===== config.mk =====
export PLATFORM = sky130hd
export DESIGN_NAME = ahblite_lcd_fetch
export DESIGN_NICKNAME = d
export VERILOG_FILES = /design/src/rtl/ahblite_lcd_fetch.sv
export SDC_FILE = /design/constraint.sdc
export NUM_CORES = 1
export LEC_CHECK = 0
export BUFFER_PORTS_ARGS = -buffer_cell sky130_fd_sc_hd__clkbuf_2
export CAP_MARGIN = 20
export CORE_MARGIN = 1
export CORE_UTILIZATION = 55
export CTS_CLUSTER_DIAMETER = 100
export DETAILED_ROUTE_END_ITERATION = 8
export GPL_ROUTABILITY_DRIVEN = 1
export PLACE_DENSITY = 0.79
export SYNTH_ARGS = -nofsm -noshare
export SYNTH_HDL_FRONTEND = slang
export SYNTH_SLANG_ARGS = --single-unit

===== constraint.sdc =====
create_clock -name HCLK -period 3.3 [get_ports HCLK]
set_clock_uncertainty 0.1 [all_clocks]
set_input_delay 0 -clock HCLK [delete_from_list [all_inputs] [get_ports HCLK]]
set_output_delay 0 -clock HCLK [all_outputs]
set_load 0.005 [all_outputs]

===== src/rtl/ahblite_lcd_fetch.sv =====
// ahblite_lcd_fetch: AHB-Lite read master streaming a frame-buffer block into a pixel FIFO
// Ports:
//   HCLK, HRESETn                 clock (rising edge) and asynchronous active-low reset
//   HADDR..HWDATA                 AHB-Lite master outputs (single-word reads only)
//   HREADY, HRDATA, HRESP         AHB-Lite slave responses
//   start, base_addr, word_count  launch a fetch of word_count words from base_addr
//   busy, done, err               fetch in progress, completion pulse, sticky bus error
//   pix_data, pix_valid, pix_ready  valid/ready stream of fetched words
module ahblite_lcd_fetch #(
    parameter int         FIFO_DEPTH = 4,
    parameter logic [3:0] HPROT_VAL  = 4'b0011
) (
    input  logic        HCLK,
    input  logic        HRESETn,
    output logic [31:0] HADDR,
    output logic [1:0]  HTRANS,
    output logic [2:0]  HSIZE,
    output logic [2:0]  HBURST,
    output logic [3:0]  HPROT,
    output logic        HWRITE,
    output logic [31:0] HWDATA,
    input  logic        HREADY,
    input  logic [31:0] HRDATA,
    input  logic        HRESP,
    input  logic        start,
    input  logic [31:0] base_addr,
    input  logic [15:0] word_count,
    output logic        busy,
    output logic        done,
    output logic        err,
    output logic [31:0] pix_data,
    output logic        pix_valid,
    input  logic        pix_ready
);
    localparam int AW = $clog2(FIFO_DEPTH);
    typedef enum logic [1:0] {S_IDLE, S_RUN, S_DRAIN, S_ERR} state_t;
    state_t        r_state;
    logic [31:0]   r_addr;
    logic [15:0]   r_rem;
    logic          r_dph;
    logic [31:0]   r_mem [FIFO_DEPTH];
    logic [AW-1:0] r_wp;
    logic [AW-1:0] r_rp;
    logic [AW:0]   r_cnt;
    logic          w_push;
    logic          w_pop;
    logic          w_credit;
    logic          w_issue;
    logic          w_err;
    assign HSIZE     = 3'b010;
    assign HBURST    = 3'b000;
    assign HPROT     = HPROT_VAL;
    assign HWRITE    = 1'b0;
    assign HWDATA    = '0;
    assign w_push    = HREADY & r_dph & ~HRESP;
    assign w_pop     = pix_valid & pix_ready;
    // A new transfer needs a guaranteed FIFO slot: count stored words, the data phase in
    // flight, the address phase on the bus, and the new word; a same-edge pop frees one.
    assign w_credit  = (AW+2)'(r_cnt) + (AW+2)'(HTRANS[1]) + (AW+2)'(r_dph) + (AW+2)'(1)
                       <= (AW+2)'(FIFO_DEPTH) + (AW+2)'(w_pop);
    assign w_issue   = HREADY & (r_state == S_RUN) & (r_rem != '0) & w_credit;
    // First ERROR cycle (HREADY low) of a data phase aborts the fetch.
    assign w_err     = r_dph & HRESP & ~HREADY & ((r_state == S_RUN) | (r_state == S_DRAIN));
    assign pix_valid = r_cnt != '0;
    assign pix_data  = r_mem[r_rp];
    always_ff @(posedge HCLK or negedge HRESETn) begin
        if (!HRESETn) begin
            r_state <= S_IDLE;
            r_addr  <= '0;
            r_rem   <= '0;
            r_dph   <= 1'b0;
            HADDR   <= '0;
            HTRANS  <= 2'b00;
            busy    <= 1'b0;
            done    <= 1'b0;
            err     <= 1'b0;
        end else begin
            done <= 1'b0;
            // The error cancels a pending address phase even though HREADY is low.
            if (w_err) begin
                HTRANS <= 2'b00;
            end else if (HREADY) begin
                HTRANS <= w_issue ? 2'b10 : 2'b00;
                r_dph  <= HTRANS[1];
                if (w_issue) HADDR <= r_addr;
            end
            case (r_state)
                S_IDLE: if (start) begin
                    r_addr  <= base_addr & 32'hFFFF_FFFC;
                    r_rem   <= word_count;
                    err     <= 1'b0;
                    busy    <= 1'b1;
                    r_state <= (word_count == '0) ? S_DRAIN : S_RUN;
                end
                S_RUN: if (w_err) begin
                    r_rem   <= '0;
                    r_state <= S_ERR;
                end else if (w_issue) begin
                    r_addr <= r_addr + 32'd4;
                    r_rem  <= r_rem - 16'd1;
                    if (r_rem == 16'd1) r_state <= S_DRAIN;
                end
                S_DRAIN: if (w_err) begin
                    r_state <= S_ERR;
                end else if (!HTRANS[1] && (HREADY || !r_dph)) begin
                    done    <= 1'b1;
                    busy    <= 1'b0;
                    r_state <= S_IDLE;
                end
                S_ERR: if (HREADY) begin
                    err     <= 1'b1;
                    done    <= 1'b1;
                    busy    <= 1'b0;
                    r_state <= S_IDLE;
                end
                default: r_state <= S_IDLE;
            endcase
        end
    end
    always_ff @(posedge HCLK or negedge HRESETn) begin
        if (!HRESETn) begin
            for (int i = 0; i < FIFO_DEPTH; i++) r_mem[i] <= '0;
            r_wp  <= '0;
            r_rp  <= '0;
            r_cnt <= '0;
        end else begin
            if (w_push) begin
                r_mem[r_wp] <= HRDATA;
                r_wp        <= r_wp + AW'(1);
            end
            if (w_pop) r_rp <= r_rp + AW'(1);
            r_cnt <= r_cnt + (AW+1)'(w_push) - (AW+1)'(w_pop);
        end
    end
endmodule


==> metrics <==
outcome complete, no violations; die width approximately 140 um; Critical Path Start Type flip-flop; Yosys reg bits 218; RSZ-0062 raised after global routing false; routed len/inst 19.08 um; minimum clock period 3.163 ns; Synth Instances a little under 900; max cap viols 0; Internal 8.287 mW; final setup violation count 0; Comb pwr share 41.5%; mux contribution to synthesized area a little under a quarter; Iteration-0 DRC Markers ~470; most frequent cells in the layout dfrtp_1, mux2_2, clkbuf_2; # clock sinks roughly 220; clock tree buffer depth 3; Worst Hold Class input pin to async pin; CTS Buf Count 24; xor and xnor fraction of the mapped netlist area 0.4777%; Slew Limit Fails 0; layout cells sized above 1 37.19%; vias in the first global route approximately 8400; Unique masters post-synth 77; Fin. Hold Viols 0; kind of critical path flip-flop to flip-flop; Die Y ~140 um; leakage 6.279 nW; die area about 21000 um^2; largest net degree at the start of global routing 104; Compound-Gate Fraction of Synth Area 8.769%; Worst Tran Pin Value 0.8541 ns; main combinational cell family by area after synthesis multiplexers; initial core utilization 56.34%; Overflow after GRT 0; Max FO, Critical Path 7; NumNets Final around 1200; fmax 316.2 MHz; Clock Power Share 20.4%; part of the power in registers 38.1%; PD cells 952.1 nW/um^2; synthesized cell area 11000 um^2; Switching Fraction 35.71%; Arr. time, crit path 3.42 ns; Slew headroom 43.06%; Setup TNS 0 ns; P_sw roughly 4.6 mW; Mapped Avg Cell Area 12.50 um^2; initial antenna violation count 1; Post-Synth Simple-Gate Area 9.349%; Residual DRC 0; TritonRoute pass-1 iters 5; DR vias/cell 5.824; TritonCTS clock tree yes; Core ar. between 15000 and 20000 um^2; clk root buf clkbuf_16; Peak VDD IR 0.5423 mV; row cnt 51; commonest non-fill, non-tap cell in the layout dfrtp_1; final RePlAce weighted congestion 0.9027; global-route usage over all layers between 20% and 30%; FFs w/ async S/R, synth 100.0%; first-pass GRT wire length 43.26 mm; CP endpoint kind flip-flop; Post-synth EDFFs 0; I/O pin count 199; Primary FF master, synth dfrtp_1; hpwl dp approximately 17 mm; worst setup margin 0.1374 ns; Synth warnings 0; Detail Route Antenna Nets 0; sequential fraction of the synthesis area 49.59%; Worst-Skew Late Latency 0.51 ns; detailed-route via count 8188; H-tree depth 1; clk slew on worst S/H paths 0.06 ns; Post-Synth Adder-Cell Area under 10%; worst endpoint required time about 3.6 ns; Area Overhead vs Synth 23.08%; PortBufs 150; Routed WL 26.83 mm; dpl ws roughly 0.22 ns; final period utilization 95.84%
[cells by family after synthesis]
logic type / Yosys count
other: 2
buffers and inverters: 113
AOI/OAI and AO/OA: 131
muxes: 197
adders and majority gates: 20
DFF: 218
and+or+nand+nor: 193
xor gates and xnor gates: 6
[cells in the mapped netlist (3+ instances only)]
cell       instances  area (um^2)
dfrtp_1          218         5455
mux2_2           160         1802
buf_4             48        360.4
nand2_1           46        172.7
nor2_1            44        165.2
mux4_2            32        720.7
inv_1             27        101.4
nand3_1           26        130.1
o21ai_0           23        115.1
a21oi_1           19        95.09
ha_1              18        225.2
nand4_1           14        87.58
buf_1             12        45.04
clkbuf_1          12        45.04
o311ai_0          12        105.1
nor3_1            11        55.05
buf_2              9        45.04
nor4_1             9        56.30
a22oi_1            8        60.06
a211oi_1           7        52.55
and3_1             7        43.79
o2bb2ai_1          6        52.55
a311oi_1           5        43.79
a31oi_1            5        31.28
a32o_1             5        50.05
buf_6              5        56.30
o211ai_1           5        37.54
mux2i_1            4        40.04
o22ai_1            4        25.02
o32ai_1            4        35.03
or3_1              4        25.02
xnor2_1            4        35.03
and2_1             3        18.77
nand2b_1           3        18.77
nand3b_1           3        22.52
o31a_1             3        26.28
[worst max-delay path, stage by stage (launching register included)]
cell and delay [ns]:
dfrtp_1 0.38, inv_1 0.10, ha_1 0.29, inv_1 0.05, ha_1 0.16, inv_1 0.06, fa_1 0.48, o21a_1 0.17
o221a_2 0.30, nand3_1 0.17, buf_4 0.21, o311ai_0 0.35, o21ai_0 0.19
[sequential cells by signal (all words and copies together) (netlist names)]
signal and cells:
r_mem 128, HADDR 30, r_addr 30, r_rem 16, r_cnt 3, r_rp 2
r_state 2, r_wp 2, HTRANS 1, busy 1, done 1, err 1
r_dph 1
[cell type report]
| type | count | area (um^2) |
|---|---|---|
| Sequential cell | 218 | 5456 |
| Clock inverter | 10 | 90.09 |
| Multi-Input combinational cell | 593 | 5057 |
| Tap cell | 265 | 331.6 |
| Antenna cell | 1 | 2.502 |
| Inverter | 27 | 101.3 |
| Timing Repair Buffer | 260 | 1808 |
| Clock buffer | 32 | 691.9 |
| Fill cell | 1421 | 5987 |
[power groups by stage]
| stage | combinational, mW | clock, mW | sequential [mW] |
|---|---|---|---|
| 6_report | 5.35 | 2.63 | 4.91 |
| 5_1_grt | 5.87 | 2.80 | 5.07 |
| 4_1_cts | 5.28 | 2.67 | 4.87 |
| 3_5_place_dp | 5.16 | 0 | 4.91 |
| 3_3_place_gp | 4.98 | 0 | 4.83 |
| 2_1_floorplan | 3.74 | 0 | 4.63 |
[final timing paths]
check                               from    endpoint  slack, ns  cells past startpoint
max                            HTRANS[1]    r_rem[8]       0.14                     12
min                              HRESETn  r_mem[102]       0.07                      2
max reg2reg                    HTRANS[1]    r_rem[8]       0.14                     12
min reg2reg                      r_rp[1]     r_rp[1]       0.39                      1
max in group asynchronous        HRESETn   r_addr[8]       2.10                      3
min in group HCLK          base_addr[27]  r_addr[27]       0.17                      4
[metal layers]
| metal | GRT usage (%) | vias up | share of wire (%) |
|---|---|---|---|
| met2 | 46.83 | 337 | 51 |
| met4 | 7.335 | 0 | 2.0 |
| met1 | 33.93 | 4117 | 40 |
| met3 | 4.832 | 53 | 6.6 |
| met5 | 0 | - | 0 |
| li1 | - | 3681 | - |
[per-stage QoR]
stage	utilization, %	instances	total power, mW	hold slack [ns]	cell area, um^2
2_1_floorplan	-	924	8.363	-0.3956	11170
4_1_cts	69.25	1403	12.83	0.09273	13520
3_5_place_dp	60.94	1277	10.07	0.06281	11900
3_3_place_gp	60.94	1277	9.810	0.06577	11900
6_report	69.34	1406	12.89	0.07245	13540
5_1_grt	69.34	1406	13.74	0.1310	13540
[timing repair]
| item | CTS | global route |
|---|---|---|
| hold endpoints to repair | 284 | 0 |
| setup endpoints to repair | 0 | 3 |
| buffers inserted | 0 | 2 |
| resized for setup | 0 | 2 |
| hold buffers | 84 | 0 |
(Power assumes the default switching activity.)
